$ cat src/rtl/mult_f32_pipe.sv
// rtl/mult_f32_pipe.sv - binary32 floating-point multiplier with one registered output stage
//
// Purpose:
//   Multiplies two IEEE-754 single-precision operands, rounding to nearest
//   with ties to even. Subnormal inputs are treated as zero and results that
//   would be subnormal are flushed to zero. When infinity meets zero the
//   result is infinity. Every NaN result is the canonical quiet NaN 7FC00000.
//   The datapath is combinational up to a single output register, so the
//   product appears one cycle after its operands and a new pair can be
//   accepted every cycle.
//
// Ports:
//   clk       in   1   rising-edge clock
//   rst       in   1   synchronous active-high reset (clears m and out_valid)
//   in_valid  in   1   a/b hold an operand pair this cycle
//   a, b      in  32   binary32 operands
//   out_valid out  1   m holds the product of the pair accepted on the previous edge
//   m         out 32   binary32 product (held while no new pair is accepted)

module mult_f32_pipe (
  input  logic        clk,
  input  logic        rst,
  input  logic        in_valid,
  input  logic [31:0] a,
  input  logic [31:0] b,
  output logic        out_valid,
  output logic [31:0] m
);

  localparam logic [31:0] QNAN = 32'h7FC00000;

  logic        sa, sb, sr;
  logic [7:0]  ea, eb;
  logic [22:0] fa, fb;

  logic a_zero, b_zero, a_inf, b_inf, a_nan, b_nan;

  logic [47:0] prod;
  logic        norm;
  logic [22:0] frac_t;
  logic        guard, rnd, sticky, round_up;
  logic [24:0] sig_r;
  logic [22:0] frac_r;
  logic signed [9:0] exp_pre;
  logic signed [9:0] exp_fin;

  logic [31:0] result;

  // Field decode and operand classification
  always_comb begin
    sa = a[31];
    sb = b[31];
    ea = a[30:23];
    eb = b[30:23];
    fa = a[22:0];
    fb = b[22:0];
    sr = sa ^ sb;

    a_zero = (ea == 8'h00);
    b_zero = (eb == 8'h00);
    a_inf  = (ea == 8'hFF) && (fa == 23'h0);
    b_inf  = (eb == 8'hFF) && (fb == 23'h0);
    a_nan  = (ea == 8'hFF) && (fa != 23'h0);
    b_nan  = (eb == 8'hFF) && (fb != 23'h0);
  end

  // Normal path: significand product, normalisation, RNE rounding
  always_comb begin
    prod = {24'h0, 1'b1, fa} * {24'h0, 1'b1, fb};
    norm = prod[47];

    // The product of two [1,2) significands lies in [1,4); bit 47 marks [2,4).
    if (norm) begin
      frac_t = prod[46:24];
      guard  = prod[23];
      rnd    = prod[22];
      sticky = |prod[21:0];
    end else begin
      frac_t = prod[45:23];
      guard  = prod[22];
      rnd    = prod[21];
      sticky = |prod[20:0];
    end

    // Ties (guard set, nothing below) go up only when the kept LSB is odd.
    round_up = guard & (rnd | sticky | frac_t[0]);

    sig_r = {1'b0, 1'b1, frac_t} + {24'h0, round_up};

    // A carry out of rounding leaves the significand at exactly 2.0, so the
    // renormalised fraction is all zeros.
    frac_r = sig_r[24] ? sig_r[23:1] : sig_r[22:0];

    exp_pre = $signed({2'b00, ea}) + $signed({2'b00, eb}) - 10'sd127
              + $signed({9'h0, norm});
    exp_fin = exp_pre + $signed({9'h0, sig_r[24]});
  end

  // Special-value priority: NaN, then infinity, then zero, then the normal path.
  always_comb begin
    if (a_nan || b_nan) begin
      result = QNAN;
    end else if (a_inf || b_inf) begin
      result = {sr, 8'hFF, 23'h0};
    end else if (a_zero || b_zero) begin
      result = {sr, 31'h0};
    end else if (exp_fin >= 10'sd255) begin
      result = {sr, 8'hFF, 23'h0};
    end else if (exp_fin <= 10'sd0) begin
      result = {sr, 31'h0};
    end else begin
      result = {sr, exp_fin[7:0], frac_r};
    end
  end

  always_ff @(posedge clk) begin
    if (rst) begin
      m         <= 32'h0;
      out_valid <= 1'b0;
    end else begin
      out_valid <= in_valid;
      if (in_valid) begin
        m <= result;
      end
    end
  end

endmodule

$ cat config.mk
export PLATFORM = sky130hd
export DESIGN_NAME = mult_f32_pipe
export DESIGN_NICKNAME = d
export VERILOG_FILES = /design/src/rtl/mult_f32_pipe.sv
export SDC_FILE = /design/constraint.sdc
export NUM_CORES = 2
export LEC_CHECK = 0
export CELL_PAD_IN_SITES_DETAIL_PLACEMENT = 1
export CELL_PAD_IN_SITES_GLOBAL_PLACEMENT = 1
export CORE_MARGIN = 10
export CORE_UTILIZATION = 50
export DETAILED_ROUTE_END_ITERATION = 16
export DONT_BUFFER_PORTS = 1
export PLACE_DENSITY = 0.92
export SYNTH_ARGS = -nofsm -noshare
export SYNTH_HDL_FRONTEND = slang
export SYNTH_SLANG_ARGS = --single-unit
$ cat constraint.sdc
create_clock -name clk -period 14.8 [get_ports clk]
set_input_delay 1.48 -clock clk [delete_from_list [all_inputs] [get_ports clk]]
set_output_delay 1.48 -clock clk [all_outputs]
set_load 0.01 [all_outputs]
==> impl_results.md <==
* CTS Sinks at 33
* Final setup margin at 1.13 ns
* CP max stage delay at between 0.5 and 0.6 ns
* Htree depth at 2
* Layout Skew at 0 ns
* RSZ-0062 raised after global routing: no
* Hold_ws at between 0.5 and 0.6 ns
* # fillers at about 5300
* Worst-Skew Late Latency at around 0.28 ns
* Placement Setup Slack at between 0.9 and 1 ns
* Measured slew at the worst slew-check pin at 1.11 ns
* Number of CTS-inserted buffers at 5
* Max Clk Rate at roughly 0.073 GHz
* Largest family of logic cells by synthesized area: adder cells
* Busiest grt layer: met2
* Area share of xor/xnor cells in the synthesized design at ~1.9%
* YS warnings at 0
* Largest net degree at the start of global routing at 30
* Max-Cap Viols at 0
* Hold Startpoint: m[12]
* Vias in the first global route at ~22000
* Count of cell types in the netlist at 80
* DP Wirelength at between 60000 and 70000 um
* Slew margin rel. at 25.7%
* Buffers on Ports at 0
* Hold_buf cts at 0
* FF-to-FF Start: m[30]
* Grt total ovfl at 0
* DIE WIDTH at between 200 and 250 um
* Detailed-route wire length at between 80000 and 90000 um
* First-pass GRT wire length at ~130000 um
* Initial antenna violation count at 1
* RePlAce Congestion at 0.926
* Global router's overall resource usage at 30.3%
* Endpoints failing setup at 0
* Critical Path RT at between 15 and 20 ns
* PostCTS Resize Cnt at 0
* Bufs on Longest Clock Path at 2
* Sequential-to-total area share from yosys stat at under 10%
* Post-CTS Setup Bufs at 0
* Post-Synth Adder-Cell Area at a little over half
* Most frequent CP cell: fa_1
* Initial Util at 50.8%
* Synth Area in Compound Gates at between 8 and 9%
* Layout net count at around 3300
* Iter 0 DRT Violations at around 1700
* Drc violations at 0
* Mux cell area share after synthesis at less than 1%
* Antenna diodes at 0
* Setup TNS at 0 ns
* Final Slew Violations at 0
* GRT met1 Usage at a little over a third
* Crit path kind: primary input to register
* M3 GR Usage at 5.61%
* #FFs+latches synth at 33
* Total die area at 54000 um2
* Layout cells sized above 1 at under 10%
* Post-Syn Instances at 2692
* GR Util met2 at 51.5%
* TritonCTS clock tree: built
* Critical path peak fanout at 17
* Via density at around 6.1
* CP startpoint: b[8]
* Post-synth EDFFs at 0
* Synth Net Count at 3431
* Status: finished, final reports clean
* Die Span Y at about 230 um
* Clock transition at path regs at 0.05 ns
* Fin. Hold Viols at 0
* Synth Cell Area at 22500 um2
* Ratio of final minimum period to clock period at approximately 92%
* Via count at 19200
* Critical-path top delay cell: nor4_4
* Worst Setup End Kind: register
* WP data arrival at roughly 14 ns
* Startpoint class of the critical path: primary input
* Pre-antenna DRT Iters at 6
* Post-DRT Antenna Nets at 0
* Cell row count at 77
* Tmin final at between 10 and 15 ns
* Hold Path Class: register to register
* WL/cell at ~25 um
* Syn-to-layout area delta at 1.80%
* Post-synthesis simple-gate area fraction at between 20 and 25%
* CTS root buffer: clkbuf_16
* Asr flop ratio synth at 0%
* Core area at 44400 um2
* I/O pin cnt at 100
* Syn avg cell area at 8.38 um2
* Ys flop type: dfxtp_1
==> worst max-delay path, delay by kind of cell <==
kind	cells	cell delay, ns
buffers and inverters	8	0.73
AOI/OAI and AO/OA	14	3.23
and+or+nand+nor	11	3.52
adders and majority gates	11	4.92
==> cell usage in the layout (no fill, tap or decap), types with 11 or more instances in the layout <==
cell      netlist  final
xnor2_1        34     34
nor3_1         25     25
nand3_1        34     34
and3_1         17     17
xor2_1         14     14
a21o_1         25     25
o211ai_1       18     18
inv_1         597    597
nand2_1       353    353
fa_1          484    484
nor2_1        120    119
a211oi_1       11     11
nand4_1        24     24
mux2i_1        14     14
a31oi_1        11     11
a21oi_1        76     76
ha_1          188    188
and2_1        250    250
o21a_1         14     14
nor4_1         23     23
dfxtp_1        33     33
o21ai_0        43     43
==> final timing paths <==
| path | to | slack, ns | depth (start not counted) |
|---|---|---|---|
| max | m[8] | 1.13 | 44 |
| min | m[12] | 0.53 | 2 |
| max reg2reg | m[30] | 14.00 | 3 |
| min reg2reg | m[12] | 0.53 | 2 |
==> flip-flops by register name, indices dropped and copies added (netlist names) <==
register,cells
out_valid,1
m,32
==> cell usage after synthesis, types with 18 or more instances <==
library cell  count  area share, %
inv_1           597            9.9
buf_2            18           0.40
and2_1          250            6.9
ha_1            188             10
clkbuf_1        105            1.7
nor4_1           23           0.64
nor3_1           25           0.55
xnor2_1          34            1.3
nand2_1         353            5.9
fa_1            484             43
o211ai_1         18           0.60
nand3_1          34           0.75
o21ai_0          43           0.95
nand4_1          24           0.67
a21oi_1          76            1.7
dfxtp_1          33            2.9
nor2_1          120            2.0
a21o_1           25           0.83
==> metrics by stage <==
step / util (%) / instances / area (um2)
4_1_cts: 51.7 / 3168 / 23000
3_3_place_gp: 51.4 / 3160 / 22800
5_1_grt: 51.7 / 3168 / 23000
6_report: 51.7 / 3168 / 23000
2_1_floorplan: - / 2692 / 22500
3_5_place_dp: 51.4 / 3160 / 22800
==> final cells by class <==
type                       count  area (um2)  share of cell area, %
clock buffer                   5         125                  0.545
clock inverter                 3        17.5                 0.0763
inverter                     600        2250                   9.81
multi-input combinational   1933       19100                   83.4
sequential                    33         661                   2.88
tap                          592         741                   3.23
timing repair buffer           2        15.0                 0.0654
==> cell families after synthesis <==
kind of cell             Yosys count
AO/OA/AOI/OAI                    285
XOR/XNOR                          48
adder cells (fa/ha/maj)          672
buffers and inverters            726
flip-flops                        33
multiplexers                      18
AND/OR/NAND/NOR                  910
==> metal layers <==
metal | up-vias | part of all wire, % | routed length [um]
met5 | - | 0 | 0
met2 | 1025 | 49 | 39400
met1 | 9835 | 36 | 29200
li1 | 8025 | - | -
met4 | 0 | 6.0 | 4830
met3 | 328 | 8.4 | 6750
Power is left out: the tool's default activity adds up to more than one toggle a clock period on the data nets, which glitch-free logic cannot reach.
